**config.mk**
```make
export PLATFORM = sky130hd
export DESIGN_NAME = shift_counter_gen
export DESIGN_NICKNAME = d
export VERILOG_FILES = /design/src/rtl/shift_counter_gen.sv
export SDC_FILE = /design/constraint.sdc
export NUM_CORES = 1
export LEC_CHECK = 0
export ABC_AREA = 1
export CORE_MARGIN = 3
export CORE_UTILIZATION = 48
export DETAILED_ROUTE_END_ITERATION = 10
export PLACE_DENSITY = 0.85
export SLEW_MARGIN = 40
export SYNTH_ARGS = -nofsm -noshare
export SYNTH_HDL_FRONTEND = slang
export SYNTH_SLANG_ARGS = --single-unit
```
**constraint.sdc**
```tcl
create_clock -name clk -period 2 [get_ports clk]
set_input_delay 0.3 -clock clk [delete_from_list [all_inputs] [get_ports clk]]
set_output_delay 0.3 -clock clk [all_outputs]
set_load 0.02 [all_outputs]
```
**src/rtl/shift_counter_gen.sv**
```systemverilog
// Parametrised Johnson/ring shift counter with load, direction, index, wrap and illegal-state flags.
// Optional self-correction of illegal results is enabled by defining SHIFT_COUNTER_SELF_CORRECT_EN.
module shift_counter_gen #(
  parameter int unsigned WIDTH = 4,
  localparam int unsigned IW = $clog2(2 * WIDTH)
) (
  input  logic             clk,
  input  logic             rst,
  input  logic             en,
  input  logic             mode,
  input  logic             dir,
  input  logic             load,
  input  logic [WIDTH-1:0] load_val,
  output logic [WIDTH-1:0] dout,
  output logic [IW-1:0]    idx,
  output logic             wrap,
  output logic             illegal,
  output logic             corrected
);

  logic             mode_q;
  logic [WIDTH-1:0] dout_n;
  logic [IW-1:0]    idx_n;
  logic             wrap_n;
  logic             corr_n;
  logic [WIDTH-1:0] cand;
  logic             write;
  logic [IW:0]      cur_dec;
  logic [IW:0]      cand_dec;
  logic [IW-1:0]    last;

  function automatic logic [WIDTH-1:0] seed_of(input logic m);
    return m ? {1'b1, {(WIDTH-1){1'b0}}} : '0;
  endfunction

  // Sequence pattern at position k of the given mode.
  function automatic logic [WIDTH-1:0] pattern_of(input logic m, input int unsigned k);
    logic [WIDTH-1:0] ones;
    ones = '1;
    if (m) return seed_of(1'b1) >> k;
    if (k <= WIDTH) return ~(ones >> k);
    return ones >> (k - WIDTH);
  endfunction

  // Returns {legal, position}; position is 0 for an illegal value.
  function automatic logic [IW:0] decode(input logic [WIDTH-1:0] v, input logic m);
    logic [IW:0] r;
    r = '0;
    for (int unsigned k = 0; k < 2 * WIDTH; k++) begin
      if ((!m || k < WIDTH) && v == pattern_of(m, k)) r = {1'b1, IW'(k)};
    end
    return r;
  endfunction

  function automatic logic [WIDTH-1:0] step_of(input logic [WIDTH-1:0] v, input logic m,
                                               input logic d);
    logic fill;
    if (d) begin
      fill = m ? v[WIDTH-1] : ~v[WIDTH-1];
      return {v[WIDTH-2:0], fill};
    end
    fill = m ? v[0] : ~v[0];
    return {fill, v[WIDTH-1:1]};
  endfunction

  // Next-state selection: mode reinit, then load, then step, else hold.
  always_comb begin
    dout_n   = dout;
    idx_n    = idx;
    wrap_n   = 1'b0;
    corr_n   = 1'b0;
    cand     = dout;
    write    = 1'b0;
    cur_dec  = decode(dout, mode);
    illegal  = ~cur_dec[IW];
    last     = mode_q ? IW'(WIDTH - 1) : IW'(2 * WIDTH - 1);

    if (mode != mode_q) begin
      dout_n = seed_of(mode);
      idx_n  = '0;
    end else if (load) begin
      cand  = load_val;
      write = 1'b1;
    end else if (en) begin
      cand   = step_of(dout, mode_q, dir);
      write  = 1'b1;
      wrap_n = cur_dec[IW] && (dir ? (idx == '0) : (idx == last));
    end

    cand_dec = decode(cand, mode_q);
    if (write) begin
      dout_n = cand;
      idx_n  = cand_dec[IW-1:0];
`ifdef SHIFT_COUNTER_SELF_CORRECT_EN
      if (!cand_dec[IW]) begin
        dout_n = seed_of(mode_q);
        idx_n  = '0;
        corr_n = 1'b1;
      end
`endif
    end
  end

  always_ff @(posedge clk) begin
    if (rst) begin
      dout      <= seed_of(mode);
      idx       <= '0;
      wrap      <= 1'b0;
      corrected <= 1'b0;
      mode_q    <= mode;
    end else begin
      dout      <= dout_n;
      idx       <= idx_n;
      wrap      <= wrap_n;
      corrected <= corr_n;
      mode_q    <= mode;
    end
  end

endmodule

```
==> qor.yml, run 1 <==
grt:
  overflow: 0
  antenna_found_initial: 0
  grt_max_degree: 10
  track_usage_pct: 22.6
  grt_pass1_vias: 864
  grt_pass1_wl_um: 3600
pwr:
  p_sw_share_pct: 37.1
  p_leak_nw: 0.598
  irDropWorstVdd_mv: 0.570
  power_switching_uw: 245
  powerDensity_mw_per_mm2: 565
  p_int_uw: 416
  comb_power_share_pct: 44.6
  seqPwrFrac_pct: 33.8
  clkPwrFrac_pct: 21.6
floorplanning:
  fp.dieW_um: 47.1
  start_util_pct: 52.6
  core-area_mm2: 0.00154
  io_pins: 20
  rows: 14
  die_area_mm2: 0.00222
  die_h_um: 47.1
setup_path:
  r2r_cells: 12
  worstSetupPathType: "flip-flop to primary output"
  cp-endpoint: "illegal"
  r2r_start: "mode_q"
  r2r-end: "idx[1]"
  required_ns: 1.70
  cp-startpoint: "dout[2]"
  crit_path_start_kind: "flip-flop"
  cp_max_fo: 7
  worst-r2r-setup-slack_ns: 0.25
  setup.worst_path.end_class: "primary output"
  critPathArrivalTime_ns: 1.58
sta:
  fin_ws_ns: 0.120
  hold_violations: 0
  setup_viol: 0
  rsz0062_at_grt: "no"
  slew_viol_final: 0
  period_share_pct: 94.0
  finClkSkew_ns: 0.00826
  tns_ns: 0
  period_minus_slack_ns: 1.88
  fmax_ghz: 0.532
cells_and_area:
  nFillCells: 134
  nets: 184
  post_route_cells_drive_above_1_share_pct: 23.1
  area_growth_pct: 44.4
  diodes: 0
yosys:
  synth-xor-area-share_pct: 2.01
  seq_area_frac_synth_pct: 27.2
  synth-edff-count: 4
  yosysTopAreaCell: "nand2_1"
  yosysWarningCount: 0
  ys_top_cells_by_area: "nand2_1 21%, edfxtp_1 15%, dfxtp_1 12%"
  yosys.area_share.simple_pct: 45.4
  synth_area_per_cell_um2: 6.01
  syn_inst: 135
  ys_async_sr_fraction_pct: 0
  ys_ff_latch: 9
  synth_top_cell_area_share_pct: 21.3
  synth_compound_area_share_pct: 13.9
  synthMuxAreaShare_pct: 0
  synth_ff_type: "dfxtp_1"
  synth_top_family_by_area: "simple AND/OR/NAND/NOR gates"
  yosys.area_share.adder_pct: 0
  syn_nets: 145
  synth_cell_types: 23
  syn_area_um2: 811
cts:
  cts_hold_buffers: 0
  cts_max_path_buffers: 2
  cts_sinks: 9
  numCtsBuffers: 3
  root_buffer: "clkbuf_4"
  postCtsSetupBuffers: 0
  path_clk_slew_ns: 0.06
  cts_tree: "done"
  htreeDepth: 1
  clk_latency_ns: 0.27
job:
  drv_cap: 0
placement:
  place_congestion: 0.906
  hpwl_um: 1760
  portBuffers: 18
  pre_cts_slack_ns: -0.159
min_path:
  hold_path_class: "input port to flip-flop"
route:
  routed-via-count: 980
  drc: 0
  avgRoutedWirePerCell_um: 11.8
  dr.pass1.iters: 4
  drt_iter0_markers: 16
  viasPerCell: 5.19
  postRouteAntennaNets: 0
  routed_wl_um: 2230
run_status:
  run_status: "completed"
-- cells by family (layout without fill, tap and decap cells) --
group,count (synthesis),count (layout)
compound gates,17,17
xor+xnor,1,1
buf+inv,22,60
flops,9,9
other cells,1,1
simple gates,85,85
-- cell usage in the layout (no fill, tap or decap), types with 2 or more instances in the layout --
cell,Yosys,routed
a21oi_1,4,4
clkbuf_4,0,3
clkdlybuf4s50_1,0,16
nand2_1,46,46
o211ai_1,3,3
nand3_1,13,13
nor2_2,1,3
inv_1,15,15
o2111ai_1,2,2
buf_4,2,19
nor3_1,2,2
nand2_2,5,5
nor2_1,14,12
inv_2,4,4
or2_2,2,2
dfxtp_1,5,5
edfxtp_1,4,4
o21ai_0,6,4
-- critical path, stage by stage, from the launching register on --
cell and delay [ns]:
edfxtp_1 0.50, nor3_1 0.22, nor2_1 0.06, nand3_1 0.07
o2111ai_1 0.12, dlygate4sd2_1 0.36
-- layout make-up --
class	instances	area [um2]	share of cell area (%)
multi-input cells	104	509	43.5
well taps	16	20.0	1.71
inverters	19	71.3	6.09
repair buffers	37	324	27.7
clock buffers	4	26.3	2.24
flip-flops and latches	9	220	18.8
-- Yosys cell counts, drive strengths merged (2+ instances only) --
| library cell | count |
|---|---|
| o2111ai | 2 |
| nand3 | 13 |
| nor2 | 15 |
| or2 | 2 |
| a21oi | 4 |
| o21ai | 7 |
| o211ai | 3 |
| inv | 19 |
| dfxtp | 5 |
| nand2 | 52 |
| buf | 2 |
| nor3 | 2 |
| edfxtp | 4 |
-- state kept, by name (all words and copies together) (netlist names) --
register and count:
mode_q 1, idx 3, wrap 1, dout 4
-- power by group through the flow --
stage | combinational (mW) | sequential (mW) | clock (mW)
after floorplan | 0.155 | 0.233 | 0
after global placement | 0.285 | 0.226 | 0
after detailed placement | 0.292 | 0.227 | 0
after CTS | 0.291 | 0.223 | 0.144
after global routing | 0.323 | 0.226 | 0.152
final | 0.295 | 0.224 | 0.143
-- timing repair --
action,CTS,global route
gates cloned,0,0
setup endpoints to repair,1,3
gates resized for setup,1,6
-- how the worst min path moves through the flow --
stage | slack [ns] | depth (start not counted) | endpoint | from
2_1_floorplan | 0.33 | 0 | mode_q | mode
3_3_place_gp | 0.48 | 2 | idx[1] | idx[1]
3_5_place_dp | 0.50 | 2 | idx[0] | idx[0]
4_1_cts | 0.51 | 2 | idx[0] | idx[0]
5_1_grt | 0.41 | 2 | mode_q | mode
6_report | 0.38 | 2 | mode_q | mode
-- metal layers --
layer	vias to the layer above	part of all wire, %	global-route usage (%)
met5	-	0	0
met3	4	4.9	3.83
li1	506	-	-
met4	0	1.1	5.52
met1	438	47	28.6
met2	32	47	39.8
-- metrics by stage --
step                util, %  instance area, um2  hold WS [ns]  std cells  power, mW
finish                 76.0                1170         0.379        189      0.661
global route           76.0                1170         0.408        189      0.702
CTS                    75.2                1160         0.510        189      0.658
detailed placement     73.6                1130         0.497        185      0.518
global placement       73.6                1130         0.480        185      0.511
floorplan                 -                 811         0.328        135      0.389
No activity file was read; power rests on OpenSTA's default activity.
==> inputs of run 2 (changes only) <==
Settings changed: CTS_CLUSTER_DIAMETER from default to 150, SETUP_SLACK_MARGIN from default to 0.3.
==> run 2 against run 1 <==
Net effect: count of clock-buffer cells in the layout unchanged; global-route usage increased by 3.2 points; clock skew decreased by 0.0042 ns; utilization increased by 11 points; maximum frequency increased by 3.1%; worst setup slack improved by 0.056 ns; largest cell class unchanged; sequential cell count unchanged; highest routed layer unchanged; sequential share of layout area decreased by 2.1 points; register-to-register slack got worse by 0.06 ns.
==> qor.yml, run 2 (same netlist as run 1, synthesis figures left out) <==
sta:
  rsz0062_at_grt: "yes"
  period_share_pct: 91.2
  finClkSkew_ns: 0.00408
  setup_viol: 0
  period_minus_slack_ns: 1.82
  fmax_ghz: 0.548
  slew_viol_final: 0
  hold_violations: 0
  fin_ws_ns: 0.176
  tns_ns: 0
placement:
  dpl.cell_count: 185
  hpwl_um: 1760
  pre_cts_slack_ns: -0.159
  place_congestion: 0.906
  place_area_mm2: 0.00113
  portBuffers: 18
grt:
  grt_pass1_wl_um: 4040
  grt_pass1_vias: 945
  antenna_found_initial: 0
  grt_max_degree: 10
  overflow: 0
  track_usage_pct: 25.8
route:
  routed_wl_um: 3080
  drt_iter0_markers: 33
  postRouteAntennaNets: 0
  drc: 0
  routed-via-count: 1122
  viasPerCell: 5.53
  dr.pass1.iters: 4
  avgRoutedWirePerCell_um: 15.2
cells_and_area:
  stdcell_area_mm2: 0.00134
  diodes: 0
  regMostFlops: "dout"
  final_common_cell: "nand2_1"
  reg.largest.list: "dout x4, idx x3"
  area_growth_pct: 65.7
  stdcell_count: 203
  nFillCells: 88
  post_route_cells_drive_above_1_share_pct: 42.2
  final_cell_mix: "38 x nand2_1, 31 x buf_4, 13 x nand2_2"
  nets: 198
  largest_reg_flops: 4
setup_path:
  worstSetupPathType: "flip-flop to primary output"
  crit_path_start_kind: "flip-flop"
  setup.worst_path.end_class: "primary output"
  worst-r2r-setup-slack_ns: 0.19
  required_ns: 1.70
  cp_max_fo: 6
  critPathArrivalTime_ns: 1.52
pwr:
  p_total_uw: 753
  powerDensity_mw_per_mm2: 560
  irDropWorstVdd_mv: 0.530
  p_leak_nw: 0.701
floorplanning:
  rows: 14
  die_area_mm2: 0.00222
  die_h_um: 47.1
  io_pins: 20
  fp.dieW_um: 47.1
  core-area_mm2: 0.00154
  start_util_pct: 52.6
cts:
  root_buffer: "clkbuf_4"
  cts_hold_buffers: 0
  clk_latency_ns: 0.27
  cts_tree: "done"
  numCtsBuffers: 3
  cts_sinks: 9
  path_clk_slew_ns: 0.06
  cts_max_path_buffers: 2
  htreeDepth: 1
min_path:
  hold_path_class: "input port to flip-flop"
job:
  drv_cap: 0
run_status:
  run_status: "completed"
[run 2: cell count changes in the layout (fill, tap and decap cells not counted), sizes merged]
cell,delta
buf,+15
dlygate4sd2,+3
clkbuf,+2
clkdlybuf4s50,-6
[run 2: stage by stage]
step | hold WS, ns | utilization [%]
2_1_floorplan | 0.328 | -
3_3_place_gp | 0.480 | 73.6
3_5_place_dp | 0.497 | 73.6
4_1_cts | 0.474 | 79.5
5_1_grt | 0.357 | 87.2
6_report | 0.345 | 87.2
[run 2: critical path, stage by stage (launching register included)]
cell       delay (ns)
edfxtp_1         0.49
buf_4            0.19
o211ai_1         0.21
o2111ai_2        0.19
buf_6            0.17
[run 2: worst paths after layout]
kind,endpoint,startpoint,depth (start not counted)
setup reg to reg,idx[1],dout[2],13
hold / removal,mode_q,mode,2
setup / recovery,illegal,dout[1],4
hold reg to reg,idx[0],idx[0],2
[run 2: what timing repair did]
item / 4_1_cts / 5_1_grt
setup buffers: 7 / 7
endpoints found under the hold margin: 0 / 0
pin swaps: 6 / 8
resized for setup: 23 / 28
setup endpoints to repair: 9 / 8
[run 2: final cells by class]
type | instances | area [um2] | share of cell area [%]
multi-input cells | 104 | 578 | 43.0
repair buffers | 51 | 424 | 31.6
flip-flops and latches | 9 | 224 | 16.7
inverters | 19 | 71.3 | 5.31
clock buffers | 4 | 26.3 | 1.96
well taps | 16 | 20.0 | 1.49
[run 2: report_power, final]
group / total [mW] / leakage, nW / switching [mW] / internal (mW)
logic: 0.381 / 0.599 / 0.206 / 0.176
clock network: 0.148 / 0.0150 / 0.0704 / 0.0773
registers: 0.224 / 0.0867 / 0.0192 / 0.205
total: 0.753 / 0.701 / 0.295 / 0.458
[run 2: per-layer routing]
layer / vias up / global-route usage [%] / wire [um]
met5: - / 0 / 0
met4: 0 / 6.63 / 70
met3: 10 / 4.98 / 320
met2: 74 / 48.8 / 1630
met1: 504 / 29.3 / 1060
li1: 534 / - / -
==> inputs of run 3 (changes only) <==
Settings changed: MAX_ROUTING_LAYER from default to met4.
==> run 3 against run 2 <==
Net effect: global-route usage increased by 0.84 points; die area unchanged; non-clock buffer count unchanged; clock power about the same; combinational power about the same; sequential cell count unchanged; critical path depth unchanged; wire length increased by 0.91%; power about the same; first-iteration DRC count increased by 21%; sequential power about the same; maximum frequency increased by 0.35%; critical endpoint unchanged; largest cell class unchanged.
==> qor.yml, run 3 (same netlist as run 1, synthesis figures left out) <==
floorplanning:
  die_h_um: 47.1
  die_area_mm2: 0.00222
  rows: 14
  start_util_pct: 52.6
  io_pins: 20
  fp.dieW_um: 47.1
  core-area_mm2: 0.00154
setup_path:
  required_ns: 1.70
  worstSetupPathType: "flip-flop to primary output"
  crit_path_start_kind: "flip-flop"
  critPathArrivalTime_ns: 1.52
  cp_max_fo: 6
  worst-r2r-setup-slack_ns: 0.24
  setup.worst_path.end_class: "primary output"
route:
  avgRoutedWirePerCell_um: 15.3
  dr.pass1.iters: 4
  drt_iter0_markers: 40
  viasPerCell: 5.50
  postRouteAntennaNets: 0
  routed_wl_um: 3110
  drc: 0
  routed-via-count: 1116
sta:
  setup_viol: 0
  rsz0062_at_grt: "yes"
  finClkSkew_ns: 0.00712
  slew_viol_final: 0
  whs_ns: 0.352
  hold_violations: 0
  tns_ns: 0
  period_share_pct: 90.9
  fin_ws_ns: 0.182
  fmax_ghz: 0.550
  period_minus_slack_ns: 1.82
cells_and_area:
  area_growth_pct: 65.7
  nets: 198
  seq_area_um2: 224
  reg.largest.list: "dout x4, idx x3"
  nFillCells: 88
  utilization_pct: 87.2
  regMostFlops: "dout"
  diodes: 0
  largest_reg_flops: 4
  post_route_cells_drive_above_1_share_pct: 42.2
  multiInputGateArea_um2: 578
  final_common_cell: "nand2_1"
  final_cell_mix: "38 x nand2_1, 31 x buf_4, 13 x nand2_2"
  stdcell_count: 203
pwr:
  irDropWorstVdd_mv: 0.529
  powerDensity_mw_per_mm2: 561
  p_sw_share_pct: 39.3
  clkPwrFrac_pct: 19.6
  power_switching_uw: 296
  comb_power_share_pct: 50.6
  p_leak_nw: 0.701
  seqPwrFrac_pct: 29.8
  p_int_uw: 458
cts:
  clk_latency_ns: 0.27
  numCtsBuffers: 3
  htreeDepth: 1
  path_clk_slew_ns: 0.06
  cts_hold_buffers: 0
  cts_sinks: 9
  root_buffer: "clkbuf_4"
  cts_tree: "done"
  cts_max_path_buffers: 2
run_status:
  run_status: "completed"
grt:
  grt_pass1_wl_um: 4040
  overflow: 0
  grt_pass1_vias: 947
  track_usage_pct: 26.7
  antenna_found_initial: 0
  grt_max_degree: 10
placement:
  place_congestion: 0.921
  pre_cts_slack_ns: -0.159
  portBuffers: 18
  dpl.cell_count: 185
  hpwl_um: 1760
min_path:
  hold_path_class: "input port to flip-flop"
job:
  drv_cap: 0
run 3: critical path, stage by stage (launching register included):
cell       delay (ns)
edfxtp_1         0.49
buf_4            0.19
o211ai_1         0.21
o2111ai_2        0.19
buf_6            0.17
run 3: final cells by class:
cell class	instances	share of cell area, %
well taps	16	1.49
clock buffers	4	1.96
repair buffers	51	31.6
inverters	19	5.31
flip-flops and latches	9	16.7
multi-input cells	104	43.0
run 3: power by group through the flow:
stage                     combinational (mW)  sequential, mW  clock, mW
after floorplan                        0.155           0.233          0
after global placement                 0.285           0.226          0
after detailed placement               0.292           0.227          0
after CTS                              0.310           0.223      0.144
after global routing                   0.406           0.227      0.158
final                                  0.382           0.224      0.148
run 3: worst paths after layout:
kind / from / endpoint / depth (start not counted)
hold reg to reg: idx[0] / idx[0] / 2
hold / removal: mode / mode_q / 2
setup reg to reg: dout[2] / idx[1] / 13
setup / recovery: dout[1] / illegal / 4
run 3: metal layers:
layer  GRT usage (%)  wire [um]  vias to the layer above  share of wire [%]
li1                -          -                      534                  -
met1            29.6       1140                      513                 37
met2            48.8       1660                       57                 53
met3            4.60        246                       12                7.9
met4            6.63         66                        0                2.1
met5               -          0                        -                  0
run 3: through the flow:
step           instance area [um2]  power [mW]
3_3_place_gp                  1130       0.511
3_5_place_dp                  1130       0.518
2_1_floorplan                  811       0.389
5_1_grt                       1340       0.791
4_1_cts                       1220       0.677
6_report                      1340       0.753
run 3: what timing repair did:
action | CTS | global route
pin swaps | 6 | 8
endpoints found under the setup margin | 9 | 8
hold endpoints to repair | 0 | 0
gates resized for setup | 23 | 28
setup buffers | 7 | 7
